<file path="config.mk">
export PLATFORM = sky130hd
export DESIGN_NAME = alu_src_b_stage_flat
export DESIGN_NICKNAME = d
export VERILOG_FILES = /design/src/rtl/alu_src_b_stage_if.sv /design/src/rtl/alu_src_b_stage.sv /design/src/flat_wrapper.sv
export SDC_FILE = /design/constraint.sdc
export NUM_CORES = 1
export LEC_CHECK = 0
export ABC_AREA = 1
export CAP_MARGIN = 20
export CORE_MARGIN = 5
export CORE_UTILIZATION = 46
export CTS_BUF_LIST = sky130_fd_sc_hd__clkbuf_16
export DETAILED_ROUTE_END_ITERATION = 16
export GPL_TIMING_DRIVEN = 0
export MAX_ROUTING_LAYER = met4
export PLACE_DENSITY = 0.87
export SETUP_SLACK_MARGIN = 0.02
export SYNTH_ARGS = -nofsm -noshare
export SYNTH_HDL_FRONTEND = slang
export SYNTH_SLANG_ARGS = --single-unit
</file>
<file path="constraint.sdc">
create_clock -name clk -period 3.7 [get_ports clk]
set_input_delay 0.925 -clock clk [delete_from_list [all_inputs] [get_ports clk]]
set_output_delay 0.925 -clock clk [all_outputs]
set_load 0.03 [all_outputs]
</file>
<file path="src/rtl/alu_src_b_stage_if.sv">
// ALU B-operand stage bus: control/datapath requests on one side,
// registered operand and status on the other.
interface alu_src_b_stage_if #(
    parameter int WIDTH = 32,
    parameter int IMM_W = 16
);
    logic [2:0]       ALUSrcB;
    logic             load;
    logic [WIDTH-1:0] B;
    logic [IMM_W-1:0] imm;
    logic [WIDTH-1:0] mem_data;
    logic             mem_valid;
    logic [WIDTH-1:0] data_out;
    logic             out_valid;
    logic             busy;
    logic             err;

    modport master (
        output ALUSrcB, load, B, imm, mem_data, mem_valid,
        input  data_out, out_valid, busy, err
    );

    modport slave (
        input  ALUSrcB, load, B, imm, mem_data, mem_valid,
        output data_out, out_valid, busy, err
    );
endinterface

</file>
<file path="src/rtl/alu_src_b_stage.sv">
// Registered ALU B-operand select with a bounded wait for memory-sourced
// operands; every output comes straight from a flop.
module alu_src_b_stage #(
    parameter int WIDTH       = 32,
    parameter int IMM_W       = 16,
    parameter int SHIFT       = 2,
    parameter int CONST_VAL   = 4,
    parameter int MEM_TIMEOUT = 15
) (
    input logic              clk,
    input logic              reset,
    alu_src_b_stage_if.slave bus
);
    localparam int CNT_W = (MEM_TIMEOUT > 0) ? $clog2(MEM_TIMEOUT + 1) : 1;

    typedef enum logic {
        IDLE,
        WAIT_MEM
    } state_t;

    typedef enum logic [2:0] {
        SEL_B     = 3'b000,
        SEL_CONST = 3'b001,
        SEL_SHIMM = 3'b010,
        SEL_SEXT  = 3'b011,
        SEL_MEM   = 3'b100
    } sel_t;

    state_t           r_state;
    logic [CNT_W-1:0] r_cnt;
    logic [WIDTH-1:0] r_data_out;
    logic             r_out_valid;
    logic             r_busy;
    logic             r_err;

    state_t           w_state_next;
    logic [CNT_W-1:0] w_cnt_next;
    logic [CNT_W-1:0] w_cnt_inc;
    logic [WIDTH-1:0] w_data_next;
    logic             w_out_valid_next;
    logic             w_busy_next;
    logic             w_err_next;

    logic [WIDTH-1:0] w_sext;
    logic [WIDTH-1:0] w_sext_shl;
    logic [WIDTH-1:0] w_const;
    logic [WIDTH-1:0] w_operand;
    logic             w_sel_legal;
    logic             w_sel_mem;

    assign w_sext     = {{(WIDTH - IMM_W){bus.imm[IMM_W-1]}}, bus.imm};
    assign w_sext_shl = w_sext << SHIFT;
    assign w_const    = WIDTH'(CONST_VAL);
    assign w_cnt_inc  = r_cnt + CNT_W'(1);

    // NOTE: every signal assigned in always_comb gets a default first, so no
    // path through the case leaves it unassigned and no latch is inferred.
    always_comb begin
        w_operand   = bus.B;
        w_sel_legal = 1'b1;
        w_sel_mem   = 1'b0;
        case (bus.ALUSrcB)
            SEL_B:     w_operand = bus.B;
            SEL_CONST: w_operand = w_const;
            SEL_SHIMM: w_operand = w_sext_shl;
            SEL_SEXT:  w_operand = w_sext;
            SEL_MEM:   w_sel_mem = 1'b1;
            default:   w_sel_legal = 1'b0;
        endcase
    end

    always_comb begin
        w_state_next     = r_state;
        w_cnt_next       = r_cnt;
        w_data_next      = r_data_out;
        w_out_valid_next = 1'b0;
        w_err_next       = 1'b0;
        case (r_state)
            IDLE: begin
                if (bus.load) begin
                    if (!w_sel_legal) begin
                        w_err_next = 1'b1;
                    end else if (w_sel_mem) begin
                        if (bus.mem_valid) begin
                            w_data_next      = bus.mem_data;
                            w_out_valid_next = 1'b1;
                        end else begin
                            w_state_next = WAIT_MEM;
                            w_cnt_next   = '0;
                        end
                    end else begin
                        w_data_next      = w_operand;
                        w_out_valid_next = 1'b1;
                    end
                end
            end
            WAIT_MEM: begin
                // mem_valid is checked first so it beats a timeout on the same edge
                if (bus.mem_valid) begin
                    w_data_next      = bus.mem_data;
                    w_out_valid_next = 1'b1;
                    w_state_next     = IDLE;
                    w_cnt_next       = '0;
                end else if ((MEM_TIMEOUT != 0) && (w_cnt_inc == CNT_W'(MEM_TIMEOUT))) begin
                    w_err_next   = 1'b1;
                    w_state_next = IDLE;
                    w_cnt_next   = '0;
                end else begin
                    w_cnt_next = w_cnt_inc;
                end
            end
            default: w_state_next = IDLE;
        endcase
    end

    assign w_busy_next = (w_state_next == WAIT_MEM);

    // NOTE: state flops use non-blocking assignments so every register samples
    // pre-edge values and simulation matches the synthesized flops.
    always_ff @(posedge clk or posedge reset) begin
        if (reset) begin
            r_state     <= IDLE;
            r_cnt       <= '0;
            r_data_out  <= '0;
            r_out_valid <= 1'b0;
            r_busy      <= 1'b0;
            r_err       <= 1'b0;
        end else begin
            r_state     <= w_state_next;
            r_cnt       <= w_cnt_next;
            r_data_out  <= w_data_next;
            r_out_valid <= w_out_valid_next;
            r_busy      <= w_busy_next;
            r_err       <= w_err_next;
        end
    end

    assign bus.data_out  = r_data_out;
    assign bus.out_valid = r_out_valid;
    assign bus.busy      = r_busy;
    assign bus.err       = r_err;
endmodule

</file>
<file path="src/flat_wrapper.sv">
// flat-port wrapper written by rule: the top's interface ports become plain ports
module alu_src_b_stage_flat 
#(
    parameter int WIDTH       = 32,
    parameter int IMM_W       = 16,
    parameter int SHIFT       = 2,
    parameter int CONST_VAL   = 4,
    parameter int MEM_TIMEOUT = 15
)
  (clk, reset, bus_ALUSrcB, bus_load, bus_B, bus_imm, bus_mem_data, bus_mem_valid, bus_data_out, bus_out_valid, bus_busy, bus_err);
  alu_src_b_stage_if #(.WIDTH(WIDTH), .IMM_W(IMM_W)) bus_i ();
  input logic clk;
  input logic reset;
  input wire logic [$bits(bus_i.ALUSrcB)-1:0] bus_ALUSrcB;
  input wire logic [$bits(bus_i.load)-1:0] bus_load;
  input wire logic [$bits(bus_i.B)-1:0] bus_B;
  input wire logic [$bits(bus_i.imm)-1:0] bus_imm;
  input wire logic [$bits(bus_i.mem_data)-1:0] bus_mem_data;
  input wire logic [$bits(bus_i.mem_valid)-1:0] bus_mem_valid;
  output wire logic [$bits(bus_i.data_out)-1:0] bus_data_out;
  output wire logic [$bits(bus_i.out_valid)-1:0] bus_out_valid;
  output wire logic [$bits(bus_i.busy)-1:0] bus_busy;
  output wire logic [$bits(bus_i.err)-1:0] bus_err;
  assign bus_i.ALUSrcB = bus_ALUSrcB;
  assign bus_i.load = bus_load;
  assign bus_i.B = bus_B;
  assign bus_i.imm = bus_imm;
  assign bus_i.mem_data = bus_mem_data;
  assign bus_i.mem_valid = bus_mem_valid;
  assign bus_data_out = bus_i.data_out;
  assign bus_out_valid = bus_i.out_valid;
  assign bus_busy = bus_i.busy;
  assign bus_err = bus_i.err;
  alu_src_b_stage #(.WIDTH(WIDTH), .IMM_W(IMM_W), .SHIFT(SHIFT), .CONST_VAL(CONST_VAL), .MEM_TIMEOUT(MEM_TIMEOUT)) u_core (.clk(clk), .reset(reset), .bus(bus_i));
endmodule
</file>
Word level (Yosys, flattened, before mapping)
Cells that the tools add are included.
{ "word_totals": {"wordCells": 52, "ff_bits": 39, "output_inout_bits": 35, "in_bits": 87} }
{ "classes": {"n_eq_ne": 9, "n_addsub": 1, "muxes": 32, "n_bitwise": 1, "n_reduce_logical": 4} }
{ "ops": {"columns": ["op", "n"], "rows": [
  ["$mux 32", 4],
  ["$pmux 32 s3", 1],
  ["$pmux 32 s2", 1],
  ["$mux 4", 6],
  ["$mux 1", 16],
  ["$pmux 4 s2", 1],
  ["$eq 3x2->1 const B", 2],
  ["$pmux 1 s2", 3],
  ["$reduce_or 5->1", 1],
  ["$add 4x1->4 const B", 1],
  ["$eq 4x4->1 const B", 1],
  ["$ne 2x1->1 const B", 2],
  ["$ne 2x2->1 const B", 2],
  ["$reduce_and 4->1", 1],
  ["$eq 3x1->1 const B", 1],
  ["$eq 3x3->1 const B", 1],
  ["$logic_not 3->1", 1],
  ["$reduce_and 2->1", 1],
  ["$not 1->1", 1]
]} }

Longest topological paths before layout
Gate-level depths: netlist (run 1).
{ "logic_depth": {"ltp_word": 6, "depth_mapped": 9, "depth_no_buf": 7} }

Least setup slack after synthesis (run 1)
OpenSTA, ideal clock, no wires.
{ "synth_timing": {"path_type": "in2reg", "from": "input port bus_ALUSrcB[1]", "to": "register u_core.r_data_out[0], in the netlist u_core.bus.data_out[0]", "path_buffers": 1, "setup_ns": 0.117, "arrival_time_ns": 1.666, "slack_ns": 1.916, "stages": 7, "required_time_ns": 3.583, "cell_sequence": "nor2_1 nand2_1 nand2_2 buf_2 nand3_1 nand3_1 nand2_1"} }
{ "synth_between": {"elab_chain_len": 6, "elab_cells_between_ends": 15, "classes_between": "eq/ne: 5; mux: 7; reduce/logical: 3"} }
{ "synth_lines": {"columns": ["item", "line", "source"], "rows": [
  ["start: declaration", "flat_wrapper.sv:14", "input wire logic [$bits(bus_i.ALUSrcB)-1:0] bus_ALUSrcB;"],
  ["$eq 3x2->1 (tied with other cells)", "alu_src_b_stage.sv:62", "case (bus.ALUSrcB)"],
  ["$pmux 32 s3 / $mux 1 (equally long branches)", "alu_src_b_stage.sv:62", null],
  ["$mux 32", "alu_src_b_stage.sv:83", "end else if (w_sel_mem) begin"],
  ["$mux 32", "alu_src_b_stage.sv:81", "if (!w_sel_legal) begin"],
  ["$mux 32", "alu_src_b_stage.sv:80", "if (bus.load) begin"],
  ["$pmux 32 s2", "alu_src_b_stage.sv:78", "case (r_state)"],
  ["end signal: assignment", "alu_src_b_stage.sv:131", "r_data_out <= w_data_next;"],
  ["end: declaration", "alu_src_b_stage.sv:31", "logic [WIDTH-1:0] r_data_out;"]
]} }
Several ways; a longest one is shown, not always the timed one. The select of a mux whose other input is x is not followed.
A chain may end at the register's enable or synchronous reset.

Worst setup path in the final report (run 1)
{ "layout_timing": {"from": "input port bus_ALUSrcB[0]", "to": "register u_core.r_data_out[2], in the netlist u_core.bus.data_out[2]"} }
Same word-level chain as after synthesis.

==> Flow_metrics.wiki, run 1 <==
{| class="wikitable"
! Metric !! Value
|-
| Simple-gate share of the synthesized area || 0.479
|-
| Synthesized instance count || approximately 450
|-
| Largest net degree at the start of global routing || 40
|-
| Unique masters post-synth || 21
|-
| Maximum vdd ir drop || just over 0.0002 V
|-
| Post-CTS setup buffer count || 0
|-
| Warnings from Yosys || 0
|-
| Hold buffer count at CTS || 0
|-
| Core Footprint || between 5000 and 6000 µm²
|-
| Required time at the endpoint of the critical path || 3.87 ns
|-
| Area of the die || 7530 µm²
|-
| Largest fanout on the critical path || 10
|-
| Vias per cell || around 5.2
|-
| Number of buffers inserted during clock tree synthesis || 5
|-
| Slew Viols, Final || 0
|-
| Actual transition at the worst max-transition pin || 0.843 ns
|-
| Number of port buffers || between 100 and 150
|-
| Cell type of the slowest stage on the worst timing path || clkdlybuf4s50_1
|-
| Ratio of cells with drive above 1 in the final layout || 0.0589
|-
| Sum of buffers and inverters on the critical path || 2
|-
| Status || finished, final reports clean
|-
| Logic depth of the worst path, buffers included || 7
|-
| Placer Congestion || between 0.9 and 1
|-
| Clk Tree Root Cell || clkbuf_16
|-
| Worst-case clock skew || between 0.004 and 0.005 ns
|-
| Ordered cell list for the critical path || clkdlybuf4s50_1 > nor2_1 > a21oi_2 > buf_6 > nand2_1 > o21ai_1 > nand2_1
|-
| Family of cells with the greatest summed delay on the critical path || buffers and inverters
|-
| Worst hold start || u_core.bus.data_out[13]$_DFFE_PP0P_
|-
| IO Pins || 122
|-
| Antenna violations before repair || 0
|-
| Dominant combinational cell family by area after synthesis || simple AND/OR/NAND/NOR gates
|-
| First-pass detailed-route iteration total || 5
|-
| Initial core utilization || 0.466
|-
| Post-DRT Antenna Nets || 0
|-
| Area grow syn2layout || 53.0%
|-
| Top achievable clock speed || ~0.42 GHz
|-
| Arrival @ worst endpoint || 2.55 ns
|-
| FF+latch count, synth || 39
|-
| Routed via count || around 3400
|-
| TritonCTS clock tree || yes
|-
| Synthesized area divided by synthesized cell count || 6.04 µm²
|-
| Hold violation total from the final report || 0
|-
| Clock Pin Slew Worst Setup and Hold Paths || roughly 0.06 ns
|-
| Total global routing overflow || 0
|-
| Number of H-tree levels || 2
|-
| Multi-input logic area || around 1500 µm²
|-
| HPWL after detailed placement || slightly below 7 mm
|-
| Total area of sequential cells || between 900 and 1000 µm²
|-
| Number of global-route vias before repair || 3244
|-
| Worst slew margin relative to its limit || 0.438
|-
| Power density over cell area || 395 nW/µm²
|-
| Setup TNS after final layout || 0 ns
|-
| Detailed-route wire length per cell || around 14 µm
|-
| Filler cells || 519
|-
| Setup-violating endpoint count in the final report || 0
|-
| GRT Total Usage || 0.252
|-
| Hold Crit Depth || 2
|-
| Type of the most critical hold path || reg -> reg
|-
| Number of sinks handled by clock tree synthesis || 39
|-
| Most common cell type on the critical path || nand2_1
|-
| Commonest non-fill, non-tap cell in the layout || nand2_1
|-
| Antenna fix cells || 0
|-
| Most frequent cells in the layout || nand2_1 (223), clkdlybuf4s50_1 (120), nor2_1 (48), nand3_1 (48), dfrtp_1 (39)
|-
| Xor and xnor area share after synthesis || 0.00646
|-
| Slowest cell delay on critical path || approximately 0.61 ns
|-
| Wire length of the first global-routing pass || between 10 and 15 mm
|-
| Insertion delay of the later-clocked pin in the worst-skew pair || 0.28 ns
|-
| Post-route DRC violation count || 0
|-
| Proportion of synthesized chip area in sequential cells || 0.360
|-
| Number of cell instances on the worst register-to-register path || 6
|-
| DRT Wirelength || ~9 mm
|-
| Startpoint of the lowest-slack register-to-register path || u_core.r_state$_DFF_PP0_
|-
| Post-synthesis net count || ~540
|-
| Synth Area in Compound Gates || 0.0623
|-
| Finished Core Util || 0.713
|-
| Horizontal extent of the die || roughly 87 µm
|-
| Final worst-path cycle share || 0.642
|-
| Max-capacitance violation count || 0
|-
| Critical path origin || bus_ALUSrcB[0]
|-
| Kind of start point of the critical path || primary input
|-
| Quantity of gates resized following cts || 0
|-
| RSZ-0062 raised after global routing || false
|-
| Violation count after the first detailed-route iteration || 279
|-
| Leakage power || approximately 2.1 nW
|-
| Number of placement rows || 28
|-
| Net count reported at finish || about 670
|-
| Fraction of synthesized area in multiplexers || 0
|-
| Overall die height || 86.8 µm
|-
| Adder-cell area share of the yosys netlist || 0.00923
|-
| Type of the worst setup path || in -> reg
|-
| Buffer depth of the longest clock path || 2
|-
| Worst Setup End Kind || flip-flop
|-
| Netlist area before placement || around 2700 µm²
|-
| Time the final worst path needs with I/O delays and setup || about 2.4 ns
|}
==> state kept, by name (all words and copies together) (netlist names) <==
name	flops
u_core.bus.out_valid	1
u_core.r_cnt	4
u_core.bus.data_out	32
u_core.bus.err	1
u_core.r_state	1
==> cells in the mapped netlist <==
master      n  area share
buf_2      13       0.024
dfrtp_1    39        0.36
nand4_1     2      0.0046
xnor2_1     2      0.0065
nand2_2     1      0.0023
nor2_1     48       0.066
inv_1      23       0.032
a21oi_1    30       0.055
nor3_1      1      0.0018
o21ai_1     1      0.0018
ha_1        2      0.0092
inv_2       2      0.0028
buf_6       1      0.0042
a21oi_2     1      0.0032
buf_4       6       0.017
nor2_4      1      0.0042
clkbuf_1    3      0.0042
o21ai_0     1      0.0018
or2_2       1      0.0023
nand3_1    48       0.089
nand2_1   223        0.31
==> layout make-up <==
type	instances	share of cell area
clock buffer	5	0.0302
buffer	23	0.0320
timing repair buffer	120	0.290
inverter	25	0.0226
multi-input combinational	362	0.364
clock inverter	3	0.00392
tap	75	0.0226
sequential	39	0.235
==> tightest hold or removal path, stage by stage, from the launching register on <==
cell and delay, ns:
dfrtp_1 0.36, nand2_1 0.06, nand2_1 0.05
==> cell families (layout without fill, tap and decap cells) <==
group / Yosys count / after routing
AOI/OAI and AO/OA: 33 / 33
and+or+nand+nor: 325 / 325
DFF: 39 / 39
buffers and inverters: 48 / 176
adders and majority gates: 2 / 2
xor gates and xnor gates: 2 / 2
==> where the power goes <==
part / internal [mW] / switching (mW)
logic: 0.289 / 0.365
registers: 0.500 / 0.0610
clock network: 0.246 / 0.176
==> per-layer routing <==
metal,vias to the layer above,global-route usage,share of wire
met1,1533,0.320,0.41
met2,170,0.400,0.48
met5,-,-,0
met3,26,0.0371,0.089
met4,0,0.108,0.028
li1,1645,-,-
==> final timing paths <==
| path | end | slack (ns) |
|---|---|---|
| max in group asynchronous | u_core.bus.data_out[17]$_DFFE_PP0P_ | 2.03 |
| max | u_core.bus.data_out[2]$_DFFE_PP0P_ | 1.32 |
| max reg2reg | u_core.bus.data_out[22]$_DFFE_PP0P_ | 2.21 |
| min reg2reg | u_core.bus.data_out[13]$_DFFE_PP0P_ | 0.50 |
| min in group asynchronous | u_core.bus.data_out[26]$_DFFE_PP0P_ | 1.14 |
| min | u_core.bus.data_out[13]$_DFFE_PP0P_ | 0.50 |
==> metrics by stage <==
stage | std cells | cell area, µm² | setup slack (ns) | hold slack [ns] | total power, mW
after global routing | 652 | 4150 | 1.21 | 0.520 | 1.73
after CTS | 652 | 4150 | 1.32 | 0.506 | 1.64
after floorplan | 449 | 2710 | 1.89 | 0.470 | 0.912
after detailed placement | 644 | 4010 | 1.08 | 0.490 | 1.22
after global placement | 644 | 4010 | 0.973 | 0.484 | 1.20
final | 652 | 4150 | 1.32 | 0.503 | 1.64
No activity file was read; power rests on OpenSTA's default activity.
==> inputs of run 2 (changes only) <==
--- a/config.mk
+++ b/config.mk
@@ -8,12 +8,12 @@
 export ABC_AREA = 1
 export CAP_MARGIN = 20
 export CORE_MARGIN = 5
-export CORE_UTILIZATION = 46
+export CORE_UTILIZATION = 38
 export CTS_BUF_LIST = sky130_fd_sc_hd__clkbuf_16
 export DETAILED_ROUTE_END_ITERATION = 16
 export GPL_TIMING_DRIVEN = 0
 export MAX_ROUTING_LAYER = met4
-export PLACE_DENSITY = 0.87
+export PLACE_DENSITY = 0.77
 export SETUP_SLACK_MARGIN = 0.02
 export SYNTH_ARGS = -nofsm -noshare
 export SYNTH_HDL_FRONTEND = slang
==> constraint.sdc (replaced) <==
create_clock -name clk -period 2.1 [get_ports clk]
set_input_delay 0.525 -clock clk [delete_from_list [all_inputs] [get_ports clk]]
set_output_delay 0.525 -clock clk [all_outputs]
set_load 0.03 [all_outputs]
==> run 2 against run 1 <==
Effect of this change: sequential cell count did not move; non-clock buffer count is the same; sequential power increased by 76%; final area is 0.63% higher; routed wire length up 1.1%; largest cell class unchanged.
==> Flow_metrics.wiki, run 2 (synthesis gave the netlist of run 1 again) <==
{| class="wikitable"
! Metric !! Value
|-
| Area grow syn2layout || 53.9%
|-
| Worst slew margin relative to its limit || 0.445
|-
| Quantity of gates resized following cts || 0
|-
| Clock Pin Slew Worst Setup and Hold Paths || ~0.060 ns
|-
| Placed Instance Area || a little over 4000 µm²
|-
| RSZ-0062 raised after global routing || false
|-
| HPWL after detailed placement || approximately 7 mm
|-
| Commonest non-fill, non-tap cell in the layout || nand2_1
|-
| Violation count after the first detailed-route iteration || 196
|-
| Buffer depth of the longest clock path || 2
|-
| Initial core utilization || 0.395
|-
| Slowest cell delay on critical path || about 0.71 ns
|-
| Overall die height || about 94 µm
|-
| Wire length of the first global-routing pass || 14.7 mm
|-
| Kind of start point of the critical path || flip-flop
|-
| Number of port buffers || 120
|-
| Type of the most critical hold path || reg -> reg
|-
| Logic depth of the worst path, buffers included || 1
|-
| Multi-input logic area || about 1500 µm²
|-
| Post-DRT Antenna Nets || 0
|-
| Arrival @ worst endpoint || between 1 and 1.5 ns
|-
| Routed via count || about 3300
|-
| Number of cell instances on the worst register-to-register path || 6
|-
| Post-route DRC violation count || 0
|-
| Flip-flop count of the largest register after layout || 32
|-
| Area of the die || roughly 9000 µm²
|-
| Setup-violating endpoint count in the final report || 0
|-
| PnR Total Power || 2.87 mW
|-
| Largest net degree at the start of global routing || 40
|-
| Ratio of cells with drive above 1 in the final layout || 0.0589
|-
| Slew Viols, Final || 0
|-
| Filler-free cell count of the finished design || just under 700
|-
| Core Footprint || between 6000 and 7000 µm²
|-
| Final worst-path cycle share || 0.936
|-
| Required time at the endpoint of the critical path || about 1.6 ns
|-
| TritonCTS clock tree || yes
|-
| Hold Crit Depth || 2
|-
| DRT Wirelength || about 9.4 mm
|-
| Number of placement rows || 30
|-
| Time the final worst path needs with I/O delays and setup || slightly below 2 ns
|-
| Number of H-tree levels || 2
|-
| GRT Total Usage || 0.215
|-
| Hold violation total from the final report || 0
|-
| Max-capacitance violation count || 0
|-
| Worst Setup End Kind || output pin
|-
| First-pass detailed-route iteration total || 5
|-
| Antenna violations before repair || 0
|-
| Number of sinks handled by clock tree synthesis || 39
|-
| Most frequent cells in the layout || nand2_1 (223), clkdlybuf4s50_1 (120), nor2_1 (48), nand3_1 (48), dfrtp_1 (39)
|-
| Type of the worst setup path || reg -> out
|-
| Leakage power || 2.15 nW
|-
| Cell area after layout || around 4200 µm²
|-
| Post-CTS setup buffer count || 0
|-
| Ordered cell list for the critical path || clkdlybuf4s50_1
|-
| Sum of buffers and inverters on the critical path || 1
|-
| Net count reported at finish || 665
|-
| Power density over cell area || a little under 700 nW/µm²
|-
| Placer Congestion || 0.881
|-
| Worst-case clock skew || just under 0.004 ns
|-
| Post-route worst hold slack || 0.508 ns
|-
| Maximum vdd ir drop || around 0.00033 V
|-
| Vias per cell || between 4 and 5
|-
| Status || finished, final reports clean
|-
| IO Pins || about 120
|-
| Horizontal extent of the die || around 94 µm
|-
| Clk Tree Root Cell || clkbuf_16
|-
| Detailed-route wire length per cell || roughly 14 µm
|-
| Total area of sequential cells || a little under 1000 µm²
|-
| Cell type of the slowest stage on the worst timing path || clkdlybuf4s50_1
|-
| Insertion delay of the later-clocked pin in the worst-skew pair || about 0.28 ns
|-
| Hold buffer count at CTS || 0
|-
| Actual transition at the worst max-transition pin || 0.831 ns
|-
| Total global routing overflow || 0
|-
| Number of buffers inserted during clock tree synthesis || 5
|-
| Top achievable clock speed || roughly 0.5 GHz
|-
| Filler cells || ~640
|-
| Antenna fix cells || 0
|-
| Largest fanout on the critical path || 6
|-
| Number of global-route vias before repair || between 3000 and 4000
|-
| Family of cells with the greatest summed delay on the critical path || buffers and inverters
|-
| Placed Cells || roughly 670
|}
==> run 2: area by class of cell <==
class | instances | share of cell area
Clock inverter | 3 | 0.00390
Clock buffer | 5 | 0.0300
Tap cell | 96 | 0.0288
Sequential cell | 39 | 0.234
Buffer | 23 | 0.0318
Multi-Input combinational cell | 362 | 0.362
Inverter | 25 | 0.0225
Timing Repair Buffer | 120 | 0.288
==> run 2: where the power goes <==
group          internal [mW]  total [mW]  switching, mW
clock                  0.433       0.737          0.303
combinational          0.509        1.15          0.640
sequential             0.881       0.986          0.105
==> run 2: worst register-to-register path, delay by kind of cell (launching register included) <==
kind	cells	cell delay (ns)
DFF	1	0.44
buffers and inverters	2	0.41
and+or+nand+nor	4	0.60
==> run 2: stage by stage <==
step	setup TNS (ns)	setup WS (ns)	util
floorplan	0	0.654	-
detailed placement	-0.851	-0.127	0.587
global route	0	0.0300	0.608
global placement	-10.94	-0.279	0.587
finish	0	0.135	0.608
CTS	0	0.129	0.608
==> run 2: path summary, 6_finish.rpt <==
path                                                     start                             endpoint  slack (ns)
setup / recovery                      u_core.r_state$_DFF_PP0_                             bus_busy        0.13
hold / removal             u_core.bus.data_out[21]$_DFFE_PP0P_  u_core.bus.data_out[21]$_DFFE_PP0P_        0.51
setup reg to reg                      u_core.r_state$_DFF_PP0_  u_core.bus.data_out[29]$_DFFE_PP0P_        0.58
hold reg to reg            u_core.bus.data_out[21]$_DFFE_PP0P_  u_core.bus.data_out[21]$_DFFE_PP0P_        0.51
max in group asynchronous                                reset  u_core.bus.data_out[10]$_DFFE_PP0P_        0.84
min in group asynchronous                                reset  u_core.bus.data_out[26]$_DFFE_PP0P_        0.73
==> run 2: routing by layer <==
| metal | part of all wire | wire, µm | global-route usage |
|---|---|---|---|
| met5 | 0 | 0 | - |
| met4 | 0.021 | 196 | 0.0709 |
| met3 | 0.060 | 567 | 0.0287 |
| met2 | 0.48 | 4510 | 0.352 |
| met1 | 0.44 | 4100 | 0.276 |
==> inputs of run 3 (changes only) <==
--- a/config.mk
+++ b/config.mk
@@ -6,7 +6,7 @@
 export NUM_CORES = 1
 export LEC_CHECK = 0
 export ABC_AREA = 1
-export CAP_MARGIN = 20
+export CAP_MARGIN = 40
 export CORE_MARGIN = 5
 export CORE_UTILIZATION = 38
 export CTS_BUF_LIST = sky130_fd_sc_hd__clkbuf_16
==> run 3 against run 2 <==
Effect of this change: maximum frequency decreased by 1.4%; register-to-register slack hardly changed; largest power group unchanged; critical path depth did not move; hold slack worse by 0.0017 ns; global-route usage up 0.46 points; clock-buffer cell count is the same.
==> Flow_metrics.wiki, run 3 (synthesis gave the netlist of run 1 again) <==
{| class="wikitable"
! Metric !! Value
|-
| Detailed-route wire length per cell || approximately 14 µm
|-
| Cell area after layout || ~4200 µm²
|-
| Largest fanout on the critical path || 6
|-
| Area of the die || 8930 µm²
|-
| Slowest cell delay on critical path || just over 0.7 ns
|-
| Number of cell instances on the worst register-to-register path || 6
|-
| Net switching power of the design || 1.05 mW
|-
| Arrival @ worst endpoint || ~1.5 ns
|-
| Cell-internal power || between 1.5 and 2 mW
|-
| Area grow syn2layout || 54.9%
|-
| Overall die height || approximately 94 µm
|-
| Sum of buffers and inverters on the critical path || 1
|-
| Finished Core Util || 0.612
|-
| Register share of total power || 0.342
|-
| Number of buffers inserted during clock tree synthesis || 5
|-
| Insertion delay of the later-clocked pin in the worst-skew pair || 0.28 ns
|-
| Most frequent cells in the layout || nand2_1 (223), clkdlybuf4s50_1 (120), nor2_1 (48), nand3_1 (48), dfrtp_1 (39)
|-
| Max-capacitance violation count || 0
|-
| Register-to-register path setup slack || about 0.58 ns
|-
| Startpoint of the lowest-slack register-to-register path || u_core.r_state$_DFF_PP0_
|-
| RSZ-0062 raised after global routing || false
|-
| Vias per cell || between 4 and 5
|-
| Worst Hold Path EP || u_core.bus.data_out[12]$_DFFE_PP0P_
|-
| Worst Setup End Kind || output pin
|-
| Initial core utilization || 0.395
|-
| Multi-input logic area || about 1500 µm²
|-
| Sw frac || 0.366
|-
| Clock Pin Slew Worst Setup and Hold Paths || ~0.060 ns
|-
| Cell type of the slowest stage on the worst timing path || clkdlybuf4s50_1
|-
| Total area of sequential cells || 976 µm²
|-
| Final worst-path cycle share || 0.949
|-
| Maximum vdd ir drop || roughly 0.00034 V
|-
| Horizontal extent of the die || between 90 and 100 µm
|-
| Slew Viols, Final || 0
|-
| IO Pins || about 120
|-
| Placed Instance Area || between 4000 and 5000 µm²
|-
| Family of cells with the greatest summed delay on the critical path || buffers and inverters
|-
| GRT Total Usage || 0.220
|-
| Reg2reg end || u_core.bus.data_out[1]$_DFFE_PP0P_
|-
| Setup-violating endpoint count in the final report || 0
|-
| Flip-flop count of the largest register after layout || 32
|-
| Largest net degree at the start of global routing || 26
|-
| Hold Crit Depth || 2
|-
| Post-DRT Antenna Nets || 0
|-
| Worst-case clock skew || between 0.003 and 0.004 ns
|-
| Number of global-route vias before repair || roughly 3200
|-
| Type of the worst setup path || reg -> out
|-
| Hold violation total from the final report || 0
|-
| Power share of the clock group || 0.257
|-
| Post-CTS setup buffer count || 0
|-
| Kind of start point of the critical path || flip-flop
|-
| Antenna fix cells || 0
|-
| Setup TNS after final layout || 0 ns
|-
| Antenna violations before repair || 0
|-
| Routed via count || between 3000 and 4000
|-
| HPWL after detailed placement || 7.11 mm
|-
| Core Footprint || 6870 µm²
|-
| Leakage power || about 2.2 nW
|-
| Worst slew margin relative to its limit || 0.649
|-
| First-pass detailed-route iteration total || 5
|-
| Post-route DRC violation count || 0
|-
| Type of the most critical hold path || reg -> reg
|-
| Power density over cell area || about 700 nW/µm²
|-
| Post-route worst hold slack || between 0.5 and 0.6 ns
|-
| TritonCTS clock tree || yes
|-
| Logic pwr share || 0.400
|-
| Time the final worst path needs with I/O delays and setup || between 1.5 and 2 ns
|-
| Status || finished, final reports clean
|-
| Number of port buffers || 120
|-
| Filler cells || approximately 640
|-
| Required time at the endpoint of the critical path || 1.57 ns
|-
| Ordered cell list for the critical path || clkdlybuf4s50_1
|-
| Buffer depth of the longest clock path || 2
|-
| Net count reported at finish || 666
|-
| Worst hold start || u_core.bus.data_out[12]$_DFFE_PP0P_
|-
| Top achievable clock speed || around 0.5 GHz
|-
| Violation count after the first detailed-route iteration || slightly above 200
|-
| Number of sinks handled by clock tree synthesis || 39
|-
| DRT Wirelength || 9.44 mm
|-
| Number of placement rows || 30
|-
| Actual transition at the worst max-transition pin || between 0.5 and 0.6 ns
|-
| Ratio of cells with drive above 1 in the final layout || 0.0606
|-
| Placer Congestion || between 0.8 and 0.9
|-
| Commonest non-fill, non-tap cell in the layout || nand2_1
|-
| Wire length of the first global-routing pass || roughly 15 mm
|-
| Total global routing overflow || 0
|-
| Clk Tree Root Cell || clkbuf_16
|-
| Number of H-tree levels || 2
|}
run 3: changes by cell type in the layout (fill, tap and decap cells not counted):
cell / delta
a21oi_4: +1
a21oi_2: -1
buf_12: +1
run 3: how the worst max path moves through the flow:
stage,start,end,cells past startpoint
global route,bus_ALUSrcB[2],u_core.bus.data_out[7]$_DFFE_PP0P_,9
CTS,u_core.r_state$_DFF_PP0_,bus_busy,1
global placement,reset,u_core.bus.data_out[11]$_DFFE_PP0P_,2
detailed placement,bus_ALUSrcB[0],u_core.bus.data_out[2]$_DFFE_PP0P_,7
finish,u_core.r_state$_DFF_PP0_,bus_busy,1
floorplan,u_core.r_state$_DFF_PP0_,u_core.bus.data_out[2]$_DFFE_PP0P_,7
run 3: repair_timing:
item,4_1_cts,5_1_grt
hold endpoints to repair,0,0
setup endpoints to repair,0,1
hold buffers,0,0
gates resized for setup,0,1
run 3: metal layers:
layer / vias to the layer above / global-route usage / part of all wire
met5: - / - / 0
met4: 0 / 0.0853 / 0.025
met3: 16 / 0.0319 / 0.067
met2: 142 / 0.352 / 0.47
met1: 1447 / 0.281 / 0.43
li1: 1650 / - / -
run 3: area by class of cell:
type | count | area share
inverters | 25 | 0.0223
plain buffers | 23 | 0.0316
well taps | 96 | 0.0286
clock inverters | 3 | 0.00387
flip-flops and latches | 39 | 0.232
clock buffers | 5 | 0.0298
multi-input cells | 362 | 0.361
repair buffers | 121 | 0.291
run 3: tightest hold or removal path: cells and delay by family (launching register included):
kind	cells	cell delay [ns]
and+or+nand+nor	2	0.12
DFF	1	0.36
run 3: stage by stage:
stage | instances | setup slack [ns] | power (mW)
6_report | 674 | 0.106 | 2.88
5_1_grt | 674 | 0.0497 | 3.06
4_1_cts | 674 | 0.128 | 2.90
3_5_place_dp | 666 | -0.129 | 2.15
3_3_place_gp | 665 | -0.279 | 2.12
2_1_floorplan | 449 | 0.654 | 1.61
run 3: power by group through the flow:
stage	logic (mW)	registers, mW	clock network [mW]
floorplan	0.383	1.22	0
global placement	1.13	0.991	0
detailed placement	1.15	0.997	0
CTS	1.16	0.986	0.749
global route	1.25	1.01	0.798
finish	1.15	0.986	0.741
==> RTL edit 1 (settings of run 2) <==
`MEM_TIMEOUT` is set to 15 in 2 places; all go to 17.
--- a/src/rtl/alu_src_b_stage.sv
+++ b/src/rtl/alu_src_b_stage.sv
@@ -7,3 +7,3 @@
     parameter int CONST_VAL   = 4,
-    parameter int MEM_TIMEOUT = 15
+    parameter int MEM_TIMEOUT = 17
 ) (
--- a/src/flat_wrapper.sv
+++ b/src/flat_wrapper.sv
@@ -7,3 +7,3 @@
     parameter int CONST_VAL   = 4,
-    parameter int MEM_TIMEOUT = 15
+    parameter int MEM_TIMEOUT = 17
 )
Check against the original RTL: same outputs for any inputs over 10 cycles, from zero or initial values and one cycle with reset high; that may be too few to reach the edited logic, so the function may still have changed.
==> RTL edit 1 against run 2 <==
Largest cell class unchanged; setup slack got worse by 0.014 ns; area after synthesis grew 2.4%; global-route usage grew 0.75 points; routed wire length is 5.1% higher; non-clock buffer count rose by 1; total power rose by 2.1%; critical path type unchanged; sequential cell count is 1 higher; register-to-register slack worse by 0.03 ns; cell area grew 2.4%.
==> RTL edit 1: results (changes against run 2) <==
- The critical path arrival is about 1.5 ns.
- The number of placed cells counting well taps is 678 (+2.0%).
- The mean routed wirelength per cell was 14.4 microns (+3.1%).
- Yosys attributes the largest share of cell area to dfrtp_1, nand2_1, nand3_1, nor2_1, a21oi_1.
- The global-route wire length before repair was 15.4 mm (+4.5%).
- The maximum number of pins on one net before global-route repair is 24 (-40%).
- The register area share after synthesis is 0.360 (+0.000420).
- The total length of routed wires is 9.86 mm (+5.1%).
- The remaining max-slew budget at the tightest pin was 0.648 (+0.203).
- The global-route usage over all layers is 0.223 (+0.00751).
- The highest ir drop seen on vdd is 0.505 mV (+53%).
- In the synthesized netlist the dominant register cell turns out to be dfrtp_1.
- The path class of the tightest hold or removal check is reg2reg.
- The number of nets in the synthesized netlist is 547 (+1.7%).
- The number of antenna violations at the first check in global routing came to 0 (unchanged).
- The number of enable-type register cells in the synthesized netlist is 0 (unchanged).
- The DRC violations left is 0 (unchanged).
- In this run the critical register-to-register path is captured at u_core.bus.data_out[19].
- The library cell contributing the largest single delay on the critical path is clkdlybuf4s50_1.
- The HPWL reported at the end of detailed placement came to 7.42 mm (+5.8%).
- The commonest cells after synthesis are nand2_1, nand3_1, nor2_1, dfrtp_1, a21oi_1.
- The count of cells along the worst register-to-register path is 7 (+1).
- The flow ran to the end, and the final reports show no timing, DRC or antenna violations.
- The worst-case clock buffer depth is 2 (unchanged).
- The slack of the worst reg-to-reg path is 0.55 ns (-0.03 ns).
- The leakage power summed over all cells came to 2.17 nW (+1.2%).
- The synthesized area per cell came to 6.07 sq um (+0.43%).
- The worst hold endpoint is u_core.bus.data_out[28].
- The maximum fanout encountered on the critical timing path is 5 (-1).
- The final weighted congestion in routability-driven placement is 0.887 (+0.78%).
- The fraction of registers with async set or reset after synthesis came to 1.00 (unchanged).
- The final clock skew was 0.00439 ns (+0.000455 ns).
- The first-pass detailed-route iteration total was 4 (-1).
- The minimum hold slack came to 0.507 ns (-0.00177 ns).
- The number of CTS-inserted buffers was 5 (unchanged).
- The final-layout fill cell count is 677 (+5.9%).
- The number of violations reported at the end of detailed-routing iteration 0 came to 179 (-8.7%).
- The fraction of final layout cells sized beyond drive strength 1 is 0.0579 (-0.00100).
- The number of cells traversed by the worst hold path is 2 (unchanged).
- The vias after detailed routing is 3379 (+3.6%).
- The worst hold path startpoint is u_core.bus.data_out[28].
## RTL edit 1: cell count changes after synthesis, moves of 2 or more
| cell | delta |
|---|---|
| nand2_1 | +2 |
| xnor2_1 | -2 |
| inv_1 | +2 |
| nor2_1 | -3 |
| o21ai_0 | +5 |
| nand4_1 | +4 |
## RTL edit 1: cells by family (layout without fill, tap and decap cells)
logic type,after synthesis,after routing,synth area share
DFF,40,40,0.360
and+or+nand+nor,327,327,0.473
adders and majority gates,2,2,0.00900
AOI/OAI and AO/OA,39,39,0.0725
buffers and inverters,50,179,0.0851
## RTL edit 1: layout make-up
class | instances | share of cell area
Tap cell | 99 | 0.0290
Multi-Input combinational cell | 368 | 0.363
Inverter | 27 | 0.0237
Clock inverter | 3 | 0.00322
Buffer | 23 | 0.0316
Sequential cell | 40 | 0.234
Clock buffer | 5 | 0.0293
Timing Repair Buffer | 121 | 0.286
## RTL edit 1: layer usage
layer,global-route usage,vias up,part of all wire
li1,-,1686,-
met1,0.270,1571,0.42
met5,-,-,0
met2,0.370,114,0.50
met3,0.0505,8,0.067
met4,0.0687,0,0.013
## RTL edit 1: per-stage QoR
stage | power [mW] | instance area, sq um | TNS, ns | utilization | worst slack (ns)
global placement | 2.16 | 4100 | -17.36 | 0.572 | -0.377
finish | 2.93 | 4280 | 0 | 0.596 | 0.121
CTS | 2.94 | 4260 | 0 | 0.594 | 0.130
floorplan | 1.64 | 2780 | 0 | - | 0.657
global route | 3.10 | 4280 | 0 | 0.596 | 0.00765
detailed placement | 2.19 | 4120 | -3.60 | 0.575 | -0.175
## RTL edit 1: report_power, final
group / switching [mW] / leakage [nW] / total (mW) / internal [mW]
logic: 0.651 / 1.60 / 1.17 / 0.518
registers: 0.109 / 0.506 / 1.01 / 0.900
clock network: 0.321 / 0.0710 / 0.753 / 0.432
==> RTL edit 2 (flow settings as in run 2) <==
Made on the original files. Reset style: synchronous (`reset`), changed in one clocked block.
--- a/src/rtl/alu_src_b_stage.sv
+++ b/src/rtl/alu_src_b_stage.sv
@@ -119,3 +119,3 @@
     // pre-edge values and simulation matches the synthesized flops.
-    always_ff @(posedge clk or posedge reset) begin
+    always_ff @(posedge clk) begin
         if (reset) begin
Function: differs if reset is asserted again (counterexample within 4 cycles, from zero or initial values and one cycle with reset high); with reset held inactive, the same outputs for 10 cycles.
==> RTL edit 2 against run 2 <==
Total power down 11%; sequential cell count is the same; highest routed layer unchanged; routed wire length decreased by 5.8%; cell area fell by 3.7%; count of clock-buffer cells in the layout unchanged; setup slack gained 0.028 ns; area after synthesis down 6.9%; non-clock buffer count increased by 1.
==> RTL edit 2: results (changes against run 2) <==
- The total length of routed wires is 8.84 mm (-5.8%).
- The clock group power is 971 uW (+32%).
- The highest ir drop seen on vdd is 0.403 mV (+22%).
- In this run the critical register-to-register path is captured at u_core.bus.data_out[24].
- The global-route usage over all layers is 0.205 (-0.0101).
- The slack of the worst reg-to-reg path is 0.55 ns (-0.03 ns).
- By area the synthesized netlist is led by dfxtp_1, nand2_1, a21oi_1, nor2_1, o21ai_0.
- The HPWL reported at the end of detailed placement is 6.86 mm (-2.2%).
- The met1 capacity usage during global routing is 0.247 (-0.0284).
- After synthesis, the most frequently instantiated cells are nand2_1, nor2_1, a21oi_1, dfxtp_1, o21ai_0.
- The leakage power summed over all cells is 1.81 nW (-16%).
- The flow ran to the end, and the final reports show no timing, DRC or antenna violations.
- The number of port buffers is 121 (+0.83%).
- The number of violations reported at the end of detailed-routing iteration 0 is 121 (-38%).
- The clock network fraction of design power came to 0.382 (+0.125).
- The met1 layer wirelength in the final routing was 3.83 mm (-6.5%).
- The final weighted congestion in routability-driven placement is 0.905 (+2.7%).
- The post-layout net count is 658 (-1.1%).
- The switching power is 726 uW (-31%).
- The worst setup timing slack at the placement stage is -0.226 ns (-0.0997 ns).
- The critical path arrival is 2.10 ns (+0.66 ns).
- The maximum fanout encountered on the critical timing path is 10 (+4).
- The vias after detailed routing came to 3230 (-0.98%).
- The maximum number of pins on one net before global-route repair came to 13 (-68%).
- The global-route wire length before repair was 13.7 mm (-6.8%).
- The met2 global-route usage is 0.338 (-0.0144).
- The number of library cell types mapped by synthesis came to 18 (-14%).
- The final clock skew is 0.00434 ns (+0.000409 ns).
- The launching point of the worst reg2reg path is u_core.r_state.
- The number of global-route vias before repair came to 2987 (-4.1%).
- The highest clock rate is 516 MHz (+1.5%).
- The number of placed cells counting well taps was 639 (-3.9%).
- The fraction of final layout cells sized beyond drive strength 1 came to 0.0614 (+0.00248).
- The fraction of registers with async set or reset after synthesis is 0 (-1.00).
- The start point of the critical path is bus_ALUSrcB[0].
- The met3 routed wirelength came to 718 microns (+27%).
[RTL edit 2: cell count changes after synthesis, sizes merged, moves of 2 or more]
cell,change
a21oi,+25
buf,-3
clkbuf,+3
dfrtp,-39
dfxtp,+39
nand2,-62
nand3,-24
nand4,+2
nor2,+26
o21ai,+27
xnor2,-2
[RTL edit 2: layout make-up]
| class | count | area, sq um |
|---|---|---|
| fill | 597 | 2400 |
| timing repair buffer | 121 | 1210 |
| tap | 77 | 96.3 |
| clock inverter | 3 | 63.8 |
| buffer | 23 | 128 |
| sequential | 39 | 781 |
| multi-input combinational | 354 | 1520 |
| clock buffer | 5 | 125 |
| inverter | 25 | 93.8 |
[RTL edit 2: repair_timing]
action / CTS / global route
gates resized for setup: 0 / 2
setup buffers: 0 / 0
endpoints found under the setup margin: 0 / 2
hold buffers: 0 / 0
[RTL edit 2: logic make-up after synthesis]
group	synth area share
simple gates	0.421
compound gates	0.168
buf+inv	0.0877
flops	0.309
fa+ha+maj	0.00990
xor+xnor	0.00347
